`src/rtl/dec_arb_pipe.sv`:
```
// dec_arb_pipe: arbitrates among NCH code channels (fixed select or
// round-robin), decodes the granted channel's code to one-hot, and holds the
// result in a single-entry output register with a valid/ready handshake.
//
// Ports
//   clk        in  1           rising-edge clock
//   rst        in  1           synchronous active-high reset
//   code       in  NCH*SEL_W   packed channel codes, channel k at [k*SEL_W +: SEL_W]
//   en         in  NCH         per-channel request
//   mode       in  1           0 = fixed select by sel, 1 = round-robin
//   sel        in  CH_W        channel selected in mode 0
//   out_ready  in  1           downstream accepts the held entry
//   grant      out NCH         combinational one-hot grant for this cycle
//   result     out OW          registered one-hot decode of captured code
//   out_ch     out CH_W        registered index of the producing channel
//   out_valid  out 1           result/out_ch hold an unaccepted entry
module dec_arb_pipe #(
  parameter int unsigned NCH   = 2,
  parameter int unsigned SEL_W = 2,
  localparam int unsigned OW   = 1 << SEL_W,
  localparam int unsigned CH_W = (NCH > 2) ? $clog2(NCH) : 1
) (
  input  logic                 clk,
  input  logic                 rst,
  input  logic [NCH*SEL_W-1:0] code,
  input  logic [NCH-1:0]       en,
  input  logic                 mode,
  input  logic [CH_W-1:0]      sel,
  input  logic                 out_ready,
  output logic [NCH-1:0]       grant,
  output logic [OW-1:0]        result,
  output logic [CH_W-1:0]      out_ch,
  output logic                 out_valid
);

  logic [CH_W-1:0]  ptr;
  logic             load_ok;
  logic             gnt_any;
  logic [CH_W-1:0]  gnt_idx;
  logic [SEL_W-1:0] gnt_code;
  int unsigned      idx;

  // Output register can take a new entry when empty or being drained.
  assign load_ok = !out_valid || out_ready;

  // Grant selection; a sel outside 0..NCH-1 never matches any channel.
  always_comb begin
    grant    = '0;
    gnt_any  = 1'b0;
    gnt_idx  = '0;
    gnt_code = '0;
    idx      = 0;
    if (!rst && load_ok) begin
      if (!mode) begin
        for (int unsigned k = 0; k < NCH; k++) begin
          if (CH_W'(k) == sel && en[k]) begin
            grant[k] = 1'b1;
            gnt_any  = 1'b1;
            gnt_idx  = CH_W'(k);
            gnt_code = code[k*SEL_W +: SEL_W];
          end
        end
      end else begin
        // Search ptr, ptr+1, ... wrapping; first requester wins.
        for (int unsigned i = 0; i < NCH; i++) begin
          idx = (32'(ptr) + i) % NCH;
          if (!gnt_any && en[idx]) begin
            grant[idx] = 1'b1;
            gnt_any    = 1'b1;
            gnt_idx    = CH_W'(idx);
            gnt_code   = code[idx*SEL_W +: SEL_W];
          end
        end
      end
    end
  end

  // Output stage and round-robin pointer.
  always_ff @(posedge clk) begin
    if (rst) begin
      out_valid <= 1'b0;
      result    <= '0;
      out_ch    <= '0;
      ptr       <= '0;
    end else if (load_ok) begin
      if (gnt_any) begin
        out_valid <= 1'b1;
        result    <= OW'(1) << gnt_code;
        out_ch    <= gnt_idx;
        if (mode) begin
          ptr <= CH_W'((32'(gnt_idx) + 1) % NCH);
        end
      end else begin
        out_valid <= 1'b0;
        result    <= '0;
      end
    end
  end

endmodule

```
`config.mk`:
```
export PLATFORM = sky130hd
export DESIGN_NAME = dec_arb_pipe
export DESIGN_NICKNAME = d
export VERILOG_FILES = /design/src/rtl/dec_arb_pipe.sv
export SDC_FILE = /design/constraint.sdc
export NUM_CORES = 1
export LEC_CHECK = 0
export CAP_MARGIN = 0
export CORE_UTILIZATION = 35
export DETAILED_ROUTE_END_ITERATION = 16
export GPL_TIMING_DRIVEN = 0
export PLACE_DENSITY = 0.76
export SYNTH_ARGS = -nofsm -noshare
export SYNTH_HDL_FRONTEND = slang
export SYNTH_SLANG_ARGS = --single-unit
export TNS_END_PERCENT = 1
```
`constraint.sdc`:
```
create_clock -name clk -period 4.05 [get_ports clk]
set_clock_uncertainty 0.2 [all_clocks]
set_input_delay 0.6075 -clock clk [delete_from_list [all_inputs] [get_ports clk]]
set_output_delay 0.6075 -clock clk [all_outputs]
set_load 0.005 [all_outputs]
```
==> reports/results.txt <==
vias per cell: 5.205
asr flop ratio synth: 0%
Critical Path Sink Type: output port
CTS buffer count: 3
vias in the first global route: 361
peak supply drop: 0.1977 mV
grt total ovfl: 0
Post-synth EDFFs: 0
Synth area leaders: dfxtp_1 30%, a21oi_1 11%, o221ai_2 6.5%
Fmax: 320.0 MHz
core area: 1171 sq um
RD Place Congestion: 0.7484
hold buffer count at cts: 0
Worst slew margin: 80.89%
synth warn: 0
Die X: 38.42 um
Yosys cell types: 24
Die H: 38.42 um
share of the synthesized area in the top cell type: 30.19%
setup bufs post-CTS: 0
Crit path top cell by count: clkdlybuf4s50_1
Syn Area/Cell: 8.289 sq um
die area: 1476 sq um
Initial Utilization: 39.64%
DRT antenna net count: 0
element type at the critical path start: primary input
kind of critical path: primary input to output port
Num Clock Sinks: 7
maxcap violations: 0
first-pass GRT wire length: 1497 um
Nets: 86
row count: 12
crit path cell chain: clkdlybuf4s50_1 > and2b_4 > nor2_2 > nand3_1 > a31oi_1 > clkdlybuf4s50_1
clock-pin slew on the worst setup and hold paths: 0.05 ns
setup ws final: 0.9248 ns
crit path DAT: 2.32 ns
CTS H-tree depth: 1
Yosys reg bits: 7
clock latency on the worst-skew pair: 0.25 ns
Area after DPL: 621.8 sq um
layout cells sized above 1: 20.27%
Crit Path Max Fanout: 6
pwr/cell area: 297.3 nW/um^2
routed vias: 458
Synth top cells by count: 10 x a21oi_1, 7 x dfxtp_1, 7 x nand2_1, 4 x nor2_1, 3 x nand2b_1
Finish-stage setup viols: 0
cell family with most CP delay: buffers and inverters
leading area contributor after synthesis: dfxtp_1
minimum clock period after layout: 3.125 ns
critical path's largest stage delay: 0.54 ns
worst-margin pin slew: 0.2866 ns
Antenna diodes: 0
Min Hold Slack: 0.2542 ns
Clock Path Buffers: 2
leak pwr: 0.2491 nW
post-DR wirelength/cell: 10.99 um
IO Pins: 19
final hold viol count: 0
post-CTS sizing: 0
worst path required time: 3.24 ns
post-synthesis sequential area ratio: 30.19%
total track usage: 15.13%
period utilization: 77.17%
pin count of the biggest net entering global routing: 11
clk root buf: clkbuf_4
Mapped Cells: 56
# fillers: 123
Initial DRC Count: 8
setup total negative slack: 0 ns
count leader, synth: a21oi_1
CP max-delay cell: clkdlybuf4s50_1
critical path buffer and inverter count: 2
outcome: completed
post-DP HPWL: 720.4 um
Routed WL: 967 um
IO buf count: 14
Place WS: 0.9548 ns
Most used DFF post-synth: dfxtp_1
antenna violations before repair: 0
area delta synth->final: 39.62%
max-slew violations: 0
Pre-antenna DRT Iters: 4
RSZ-0062 raised after global routing: false
synthesized cell area: 464.2 sq um
syn_nets: 67
Min-Delay Path Class: register to register
DRC viols: 0
Final Util: 55.34%
Finished Cell Area: 648.1 sq um
CTS tree: done
-- final cells by class --
cell class	count	area, sq um	area share [%]
Timing Repair Buffer	14	140.1	21.62
Clock buffer	4	26.28	4.054
Inverter	1	3.754	0.5792
Multi-Input combinational cell	44	277.8	42.86
Buffer	4	42.54	6.564
Sequential cell	7	140.1	21.62
Tap cell	14	17.52	2.703
-- flip-flops by register name, indices dropped and copies added (netlist names) --
name	flops
result	4
out_ch	1
out_valid	1
ptr	1
-- path summary, 6_finish.rpt --
path	from	end	slack, ns	depth (start not counted)
setup / recovery	out_ready	grant[0]	0.92	6
hold / removal	result[0]$_SDFFE_PP0N_	result[0]$_SDFFE_PP0N_	0.25	2
setup reg to reg	out_valid$_SDFFE_PP0N_	result[2]$_SDFFE_PP0N_	2.61	5
hold reg to reg	result[0]$_SDFFE_PP0N_	result[0]$_SDFFE_PP0N_	0.25	2
-- routing by layer --
layer  vias to the layer above  track usage, %  part of all wire, %
met5                         -               0                    0
met4                         0           5.172                    0
met3                         0           8.721                  6.7
met2                        11           23.31                   48
met1                       210           17.38                   46
li1                        237               -                    -
-- placed cells by master (no fill, tap or decap) --
master and count:
and3_1 1, and2b_4 1, nand4_1 1, a21oi_1 10
clkbuf_4 3, nor2b_4 1, buf_6 2, clkdlybuf4s50_1 14
a31oi_1 2, nand2b_1 3, nor2_1 4, clkbuf_1 1
inv_1 1, o221ai_2 2, nand2_1 7, buf_8 1
o21ai_0 1, nand3_1 1, o21ai_1 2, nor3_1 2
o2bb2a_4 1, nand3b_1 1, dfxtp_1 7, clkbuf_2 1
nor2_2 2, o21ai_2 1, a41o_1 1
-- stage by stage --
step	power (mW)	cells
after floorplan	0.1088	56
after global placement	0.1294	84
after detailed placement	0.1301	84
after CTS	0.1950	88
after global routing	0.2049	88
final	0.1927	88
-- kinds of logic (layout without fill, tap and decap cells) --
group	count (synthesis)	in the layout	share of synthesized area, %
AOI/OAI and AO/OA	20	20	31.54
DFF	7	7	30.19
and+or+nand+nor	24	24	28.30
buffers and inverters	5	23	9.970
-- power breakdown --
group	leakage, nW	internal (mW)	switching, mW	total (mW)
clock network	0.0150	0.0376	0.0265	0.0642
registers	0.0577	0.0739	0.00360	0.0775
logic	0.176	0.0287	0.0223	0.0510
-- tightest hold or removal path, delay by kind of cell (launching register included) --
kind	cells	cell delay (ns)
simple gates	1	0.05
flops	1	0.30
compound gates	1	0.05
No activity file was read; power rests on OpenSTA's default activity.
